File: src/rtl/booth_pkg.sv
// Shared types and helpers for the radix-8 Booth sequential multiplier.
package booth_pkg;

  typedef enum logic [1:0] {IDLE, PRECOMP, ITER, DONE} state_e;

  typedef struct packed {
    logic       neg;
    logic [2:0] mag;
  } digit_t;

  function automatic int ndig(input int bw);
    return (bw + 2) / 3;
  endfunction

  // Window {b3,b2,b1,b0} -> -4*b3 + 2*b2 + b1 + b0; magnitude 0 is never negative.
  function automatic digit_t booth_decode(input logic [3:0] w);
    digit_t     d;
    logic [2:0] s;
    s = {1'b0, w[2], 1'b0} + {2'b00, w[1]} + {2'b00, w[0]};
    if (!w[3]) begin
      d.neg = 1'b0;
      d.mag = s;
    end else begin
      d.mag = 3'd4 - s;
      d.neg = (s != 3'd4);
    end
    return d;
  endfunction

endpackage

File: src/rtl/booth_r8_digit_sel.sv
// Combinational partial-product select for one radix-8 Booth digit.
module booth_r8_digit_sel
  import booth_pkg::*;
#(
  parameter int A_W = 16,
  parameter int P_W = 32
) (
  input  logic        [3:0]     win_i,
  input  logic signed [A_W-1:0] a_i,
  input  logic signed [A_W:0]   a2_i,
  input  logic signed [A_W+1:0] a3_i,
  input  logic signed [A_W+1:0] a4_i,
  output logic signed [P_W-1:0] pp_o
);

  digit_t                d;
  logic signed [A_W+1:0] mult;
  logic signed [P_W-1:0] mult_x;

  always_comb begin
    d    = booth_decode(win_i);
    mult = '0;
    case (d.mag)
      3'd1:    mult = (A_W+2)'(a_i);
      3'd2:    mult = (A_W+2)'(a2_i);
      3'd3:    mult = a3_i;
      3'd4:    mult = a4_i;
      default: mult = '0;
    endcase
    mult_x = P_W'(mult);
    pp_o   = d.neg ? -mult_x : mult_x;
  end

endmodule

File: src/rtl/booth_r8_seq_mult.sv
// Radix-8 Booth sequential signed multiplier, one digit per cycle, MSB-first.
// Define BOOTH_MULT_SAT_EN to saturate the product into OUT_W and flag ovf_o.
module booth_r8_seq_mult
  import booth_pkg::*;
#(
  parameter int A_W   = 16,
  parameter int B_W   = 16,
  parameter int OUT_W = A_W + B_W
) (
  input  logic                    clk_i,
  input  logic                    rst_ni,
  input  logic                    in_valid_i,
  output logic                    in_ready_o,
  input  logic signed [A_W-1:0]   a_i,
  input  logic signed [B_W-1:0]   b_i,
  output logic                    out_valid_o,
  input  logic                    out_ready_i,
  output logic signed [OUT_W-1:0] prod_o,
  output logic                    ovf_o
);

  localparam int P_W   = A_W + B_W;
  localparam int ND    = ndig(B_W);
  localparam int BX_W  = 3 * ND + 1;
  localparam int IDX_W = $clog2(ND + 1);

  state_e                state_q;
  logic signed [A_W-1:0] a_q;
  logic signed [B_W-1:0] b_q;
  logic signed [A_W+1:0] a3_q;
  logic signed [P_W-1:0] acc_q, acc_d, pp;
  logic [IDX_W-1:0]      idx_q;

  logic signed [A_W:0]    a2;
  logic signed [A_W+1:0]  a4;
  logic signed [BX_W-2:0] b_sx;
  logic [BX_W-1:0]        bx;
  logic [3:0]             win;

  assign a2   = {a_q, 1'b0};
  assign a4   = {a_q, 2'b00};
  assign b_sx = (BX_W-1)'(b_q);
  assign bx   = {b_sx, 1'b0};
  assign win  = bx[3*idx_q +: 4];

  booth_r8_digit_sel #(.A_W(A_W), .P_W(P_W)) u_sel (
    .win_i (win),
    .a_i   (a_q),
    .a2_i  (a2),
    .a3_i  (a3_q),
    .a4_i  (a4),
    .pp_o  (pp)
  );

  assign acc_d = (acc_q <<< 3) + pp;

  always_ff @(posedge clk_i or negedge rst_ni) begin
    if (!rst_ni) begin
      state_q <= IDLE;
      a_q     <= '0;
      b_q     <= '0;
      a3_q    <= '0;
      acc_q   <= '0;
      idx_q   <= '0;
    end else begin
      case (state_q)
        IDLE: if (in_valid_i) begin
          a_q     <= a_i;
          b_q     <= b_i;
          acc_q   <= '0;
          state_q <= PRECOMP;
        end
        PRECOMP: begin
          a3_q    <= (A_W+2)'(a_q) + (A_W+2)'(a2);
          idx_q   <= IDX_W'(ND - 1);
          state_q <= ITER;
        end
        ITER: begin
          acc_q <= acc_d;
          idx_q <= idx_q - 1'b1;
          if (idx_q == '0) state_q <= DONE;
        end
        DONE: if (out_ready_i) state_q <= IDLE;
        default: state_q <= IDLE;
      endcase
    end
  end

  logic signed [OUT_W-1:0] res;
  logic                    ovf;

`ifdef BOOTH_MULT_SAT_EN
  if (OUT_W < P_W) begin : g_sat
    // Product fits iff every bit from OUT_W-1 upward equals the sign.
    logic [P_W-OUT_W:0] hi;
    assign hi  = acc_q[P_W-1:OUT_W-1];
    assign ovf = ~((&hi) | ~(|hi));
    always_comb begin
      if (!ovf)            res = acc_q[OUT_W-1:0];
      else if (acc_q[P_W-1]) res = {1'b1, {(OUT_W-1){1'b0}}};
      else                 res = {1'b0, {(OUT_W-1){1'b1}}};
    end
  end else begin : g_full
    assign res = acc_q[OUT_W-1:0];
    assign ovf = 1'b0;
  end
`else
  assign res = acc_q[OUT_W-1:0];
  assign ovf = 1'b0;
`endif

  assign in_ready_o  = (state_q == IDLE);
  assign out_valid_o = (state_q == DONE);
  assign prod_o      = out_valid_o ? res : '0;
  assign ovf_o       = out_valid_o & ovf;

endmodule

File: config.mk
export PLATFORM = sky130hd
export DESIGN_NAME = booth_r8_seq_mult
export DESIGN_NICKNAME = d
export VERILOG_FILES = /design/src/rtl/booth_pkg.sv /design/src/rtl/booth_r8_digit_sel.sv /design/src/rtl/booth_r8_seq_mult.sv
export SDC_FILE = /design/constraint.sdc
export NUM_CORES = 1
export LEC_CHECK = 0
export CORE_MARGIN = 5
export CORE_UTILIZATION = 54
export DETAILED_ROUTE_END_ITERATION = 16
export PLACE_DENSITY = 0.82
export SLEW_MARGIN = 20
export SYNTH_ARGS = -nofsm -noshare
export SYNTH_HDL_FRONTEND = slang
export SYNTH_SLANG_ARGS = --single-unit
export TNS_END_PERCENT = 20
File: constraint.sdc
create_clock -name clk_i -period 8.45 [get_ports clk_i]
set_input_delay 0.845 -clock clk_i [delete_from_list [all_inputs] [get_ports clk_i]]
set_output_delay 0.845 -clock clk_i [all_outputs]
set_load 0.05 [all_outputs]
==> metrics, run 1 <==
fill cell count 1229; WP data required 8700 ps; cells after synthesis 883; Crit path arrival time 8200 ps; clock latency on the worst-skew pair 350 ps; max-capacitance violation count 0; vias 6881; Final Hold Vio Count 0; vias per inst 6.17; Synth top area share 0.274; Area Growth Syn to Fin 13.7%; status completed; path type of the worst min-delay path reg -> reg; delay-heaviest family, CP compound AO/OA/AOI/OAI gates; initial antenna violation count 0; main area contributors after synthesis dfrtp_1 (27%), ha_1 (10%), mux2_2 (6.4%), o21ai_0 (4.7%), nand2_1 (3.8%); Rel. slew slack 0.395; largest net degree at the start of global routing 88; Initial Utilization 0.549; worst r2r src idx_q[2]$_DFFE_PN0P_; minimum clock period 7950 ps; Highest Clock Rate 126 MHz; slowest CP cell fa_2; CTS Sinks 87; first-pass GRT wire length 31.5 mm; hold_buf cts 0; Yosys top cell by area dfrtp_1; Max clock buf depth 2; number of flops mapped to enable cells by yosys 0; kind of critical path reg -> reg; die width 131 µm; Core ar. 14500 µm²; Yosys warning count 0; Synth async-reset ratio 1.00; most used flip-flop cell after synthesis dfrtp_1; syn avg cell area 9.01 µm²; count of pins over their slew limit 0; GRT Residual Overflow 0; Post-Syn Nets 987; FF+latch count, synth 87; Startpoint Class register; most frequent cell after synthesis dfrtp_1; Syn Std Cell Area 7950 µm²; Die H 131 µm; flop2flop setup slack 500 ps; Antenna Cells 0; FP Rows 44; Final setup viols 0; clk_skew 7.39 ps; die footprint 17300 µm²; Commonest cells post-synth dfrtp_1 (87), nand2_1 (81), o21ai_0 (74), ha_1 (65), a21oi_1 (54); Slew @ Worst Pin 908 ps; hold path start acc_q[29]$_DFFE_PN0P_; CP startpoint idx_q[2]$_DFFE_PN0P_; final WL 19.3 mm; vias in the first global route 6503; top-level port count 71; IO Port Bufs 69; initial DRC count 496; critical path peak fanout 10; Wirelength per Cell 17.3 µm; element type at the critical path end register; Max stage delay on crit path 700 ps; most used cell, CP ha_1; Distinct cells, synth 82; clk slew on worst S/H paths 70 ps; Final Cycle Share 0.941; Post-DRT Antenna Nets 0; clock root buffer clkbuf_16; Total GRT Usage 0.216; placed inst area 8730 µm²; Detail Placement HPWL 14.3 mm; setup bufs post-CTS 0; DRC 0; final instance area 9040 µm²; number of CTS-inserted buffers 9; RD Place Congestion 0.944; WP buf/inv 3; share of cells above drive strength 1 0.117; NumNets Final 1030; H-tree levels 3; setup_tns 0 ps; sequential element share of the synthesized area 0.274; unrepaired setup endpoints after global routing false; TritonCTS clock tree done; drt pass-1 iters 7
logic make-up after synthesis:
group,count (synthesis),synth area share
AO/OA/AOI/OAI,260,0.219
XOR/XNOR,47,0.0535
adder cells (fa/ha/maj),68,0.110
buffers and inverters,78,0.0411
flip-flops,87,0.274
multiplexers,90,0.142
other,1,0.000471
AND/OR/NAND/NOR,252,0.161
placed cells by master (no fill, tap or decap), types with 6 or more instances in the layout:
| master | instances |
|---|---|
| mux4_2 | 12 |
| nor2b_1 | 11 |
| buf_4 | 9 |
| nor3_1 | 12 |
| o31ai_1 | 13 |
| clkdlybuf4s50_1 | 68 |
| clkbuf_16 | 9 |
| inv_1 | 31 |
| mux2i_1 | 30 |
| a22oi_1 | 14 |
| nand2b_1 | 7 |
| nor2_1 | 46 |
| xor2_1 | 21 |
| ha_1 | 64 |
| and2_1 | 34 |
| o21ai_0 | 74 |
| a21oi_1 | 54 |
| o21a_1 | 9 |
| or3_1 | 6 |
| nand2_1 | 81 |
| nand3_1 | 19 |
| o211ai_1 | 8 |
| dfrtp_1 | 87 |
| a22o_1 | 13 |
| xnor2_1 | 24 |
| a221oi_1 | 9 |
| nor3b_1 | 6 |
| a21o_1 | 13 |
| mux2_2 | 45 |
worst reg2reg max path, delay by kind of cell (launching register included):
family                   cells  cell delay, ps
adder cells (fa/ha/maj)      6            2130
buffers and inverters        3             220
AND/OR/NAND/NOR              8            1560
XOR/XNOR                     1             220
AO/OA/AOI/OAI               13            2680
flip-flops                   1             500
multiplexers                 2             540
timing repair:
action,in CTS,in global routing
gates resized for setup,0,4
endpoints found under the setup margin,0,3
endpoints found under the hold margin,0,0
final timing paths:
check                      cells past startpoint                    end
max                                           33  acc_q[31]$_DFFE_PN0P_
min                                            1  acc_q[29]$_DFFE_PN0P_
max reg2reg                                   33  acc_q[31]$_DFFE_PN0P_
min reg2reg                                    1  acc_q[29]$_DFFE_PN0P_
max in group asynchronous                      1  acc_q[17]$_DFFE_PN0P_
min in group asynchronous                      1    b_q[11]$_DFFE_PN0P_
layer usage:
layer / vias to the layer above / GRT usage / part of all wire
met4: 0 / 0.0783 / 0.020
met3: 28 / 0.0294 / 0.049
met1: 3313 / 0.287 / 0.45
li1: 3335 / - / -
met5: - / 0 / 0
met2: 205 / 0.361 / 0.48
state kept, by name, summed over array words and instances (netlist names):
name and count:
a_q 16, b_q 16, acc_q 32, a3_q 18, state_q 2, idx_q 3
per-stage QoR:
step                hold WS (ps)  setup slack, ps  cells   util
global placement             477              654   1099  0.603
detailed placement           486              414   1099  0.603
floorplan                    456             56.5    883      -
finish                       498              497   1115  0.625
global route                 520             4.69   1115  0.625
CTS                          501              385   1115  0.623
area by class of cell:
cell class	instances	area, µm²	share of cell area
sequential	87	2180	0.241
clock inverter	6	46.3	0.00512
timing repair buffer	78	759	0.0840
multi-input combinational	718	5470	0.605
inverter	32	120	0.0133
tap	184	230	0.0255
clock buffer	10	239	0.0264
Power of run 1 is left out: the tool's default activity adds up to more than one toggle a clock period on the data nets, which glitch-free logic cannot reach.
==> run 2: changes to the inputs <==
HOLD_SLACK_MARGIN = 0.15   (was default)
==> results of run 2 <==
No change in the layout: final DEF, timing and power equal those of run 1.
Power of run 2 is left out for the same reason.
==> run 3: changes to the inputs <==
CORE_UTILIZATION = 56   (was 54)
DONT_BUFFER_PORTS = 1   (was default)
PLACE_DENSITY = 0.78   (was 0.82)
==> run 3 against run 2 <==
  * Wire length down 3.4%
  * Worst setup slack better by 170 ps
  * Flip-flop and latch count unchanged
  * Hold slack worse by 310 ps
  * Cell count down 6.4%
  * Sequential share of layout area up 1.8 points
  * Clock skew up 4.7 ps
  * Clock-buffer cell count up 1
  * Critical path depth down 2
==> metrics, run 3 (synthesis gave the netlist of run 1 again) <==
status completed; initial antenna violation count 0; die footprint 16700 µm²; RD Place Congestion 0.925; max-capacitance violation count 0; vias in the first global route 6107; H-tree levels 3; Largest Register acc_q; die width 129 µm; Highest Clock Rate 128 MHz; clk_skew 12.1 ps; Final Hold Vio Count 0; element type at the critical path end register; IO Port Bufs 0; pre-CTS WS 451 ps; most frequent cells in the layout dfrtp_1 (86), nand2_1 (81), o21ai_0 (74); Initial Utilization 0.573; critical path peak fanout 13; NumNets Final 963; initial DRC count 532; Rel. slew slack 0.244; minimum clock period 7780 ps; Slew @ Worst Pin 1130 ps; Final Cycle Share 0.921; share of cells above drive strength 1 0.132; drt pass-1 iters 5; Die H 129 µm; Core ar. 13900 µm²; vias per inst 6.30; final WL 18.6 mm; Final setup viols 0; GRT Residual Overflow 0; path type of the worst min-delay path in -> async; slowest CP cell ha_2; number of CTS-inserted buffers 9; largest net degree at the start of global routing 88; top flop regs acc_q x32, a3_q x18; Area Growth Syn to Fin 5.69%; placed inst area 8050 µm²; Max clock buf depth 2; Crit path arrival time 8020 ps; first-pass GRT wire length 31.3 mm; Antenna Cells 0; Wirelength per Cell 17.8 µm; hold_buf cts 0; R2R depth 31; setup_tns 0 ps; Detail Placement HPWL 13.8 mm; clock root buffer clkbuf_16; FP Rows 43; top-level port count 71; Post-DRT Antenna Nets 0; vias 6575; most used cell, CP ha_1; Startpoint Class register; clk slew on worst S/H paths 70 ps; Max stage delay on crit path 530 ps; DRC 0; WP data required 8680 ps; CTS Sinks 87; final instance area 8410 µm²; Worst Setup Slack, final 667 ps; kind of critical path reg -> reg; TritonCTS clock tree done; count of pins over their slew limit 0; commonest non-fill, non-tap cell in the layout dfrtp_1; clock latency on the worst-skew pair 350 ps; max reg flops 32; Total GRT Usage 0.229
==> run 3: cell count changes in the layout (fill, tap and decap cells not counted), moves of 2 or more <==
cell / previous run / this run
clkdlybuf4s50_1: 68 / 0
buf_4: 9 / 11
a221oi_1: 9 / 7
a221oi_2: 0 / 2
clkinv_4: 3 / 1
==> run 3: timing repair <==
| action | CTS | global route |
|---|---|---|
| setup buffers | 0 | 1 |
| endpoints found under the setup margin | 0 | 5 |
| gates resized for setup | 0 | 9 |
==> run 3: layer usage <==
metal / global-route usage / wire length, µm / up-vias
met1: 0.322 / 8680 / 3178
met2: 0.370 / 8950 / 180
li1: - / - / 3199
met4: 0.0686 / 252 / 0
met3: 0.0280 / 743 / 18
met5: 0 / 0 / -
==> run 3: critical path, delay by kind of cell, from the launching register on <==
family | cells | cell delay [ps]
buffers and inverters | 3 | 250
AND/OR/NAND/NOR | 6 | 1340
AO/OA/AOI/OAI | 13 | 2690
flip-flops | 1 | 400
XOR/XNOR | 1 | 230
multiplexers | 2 | 810
adder cells (fa/ha/maj) | 6 | 1940
==> run 3: path summary, 6_finish.rpt <==
kind	startpoint	to	slack, ps
min	rst_ni	idx_q[2]$_DFFE_PN0P_	190
max in group asynchronous	rst_ni	a3_q[14]$_DFFE_PN0N_	8120
max reg2reg	idx_q[1]$_DFFE_PN0P_	acc_q[31]$_DFFE_PN0P_	670
min reg2reg	acc_q[29]$_DFFE_PN0P_	acc_q[29]$_DFFE_PN0P_	510
min in group clk_i	acc_q[29]$_DFFE_PN0P_	acc_q[29]$_DFFE_PN0P_	510
max	idx_q[1]$_DFFE_PN0P_	acc_q[31]$_DFFE_PN0P_	670
==> run 3: metrics by stage <==
step | hold slack, ps | cells | util
3_5_place_dp | 485 | 1027 | 0.580
2_1_floorplan | 456 | 883 | -
6_report | 191 | 1044 | 0.606
4_1_cts | 171 | 1043 | 0.602
5_1_grt | 174 | 1044 | 0.606
3_3_place_gp | 479 | 1027 | 0.580
==> run 3: area by class of cell <==
class	instances	area, µm²
flip-flops and latches	87	2180
multi-input cells	718	5490
repair buffers	11	82.6
well taps	180	225
clock buffers	11	253
inverters	32	120
clock inverters	5	56.3
fillers	1198	5470
Power of run 3 is left out for the same reason.
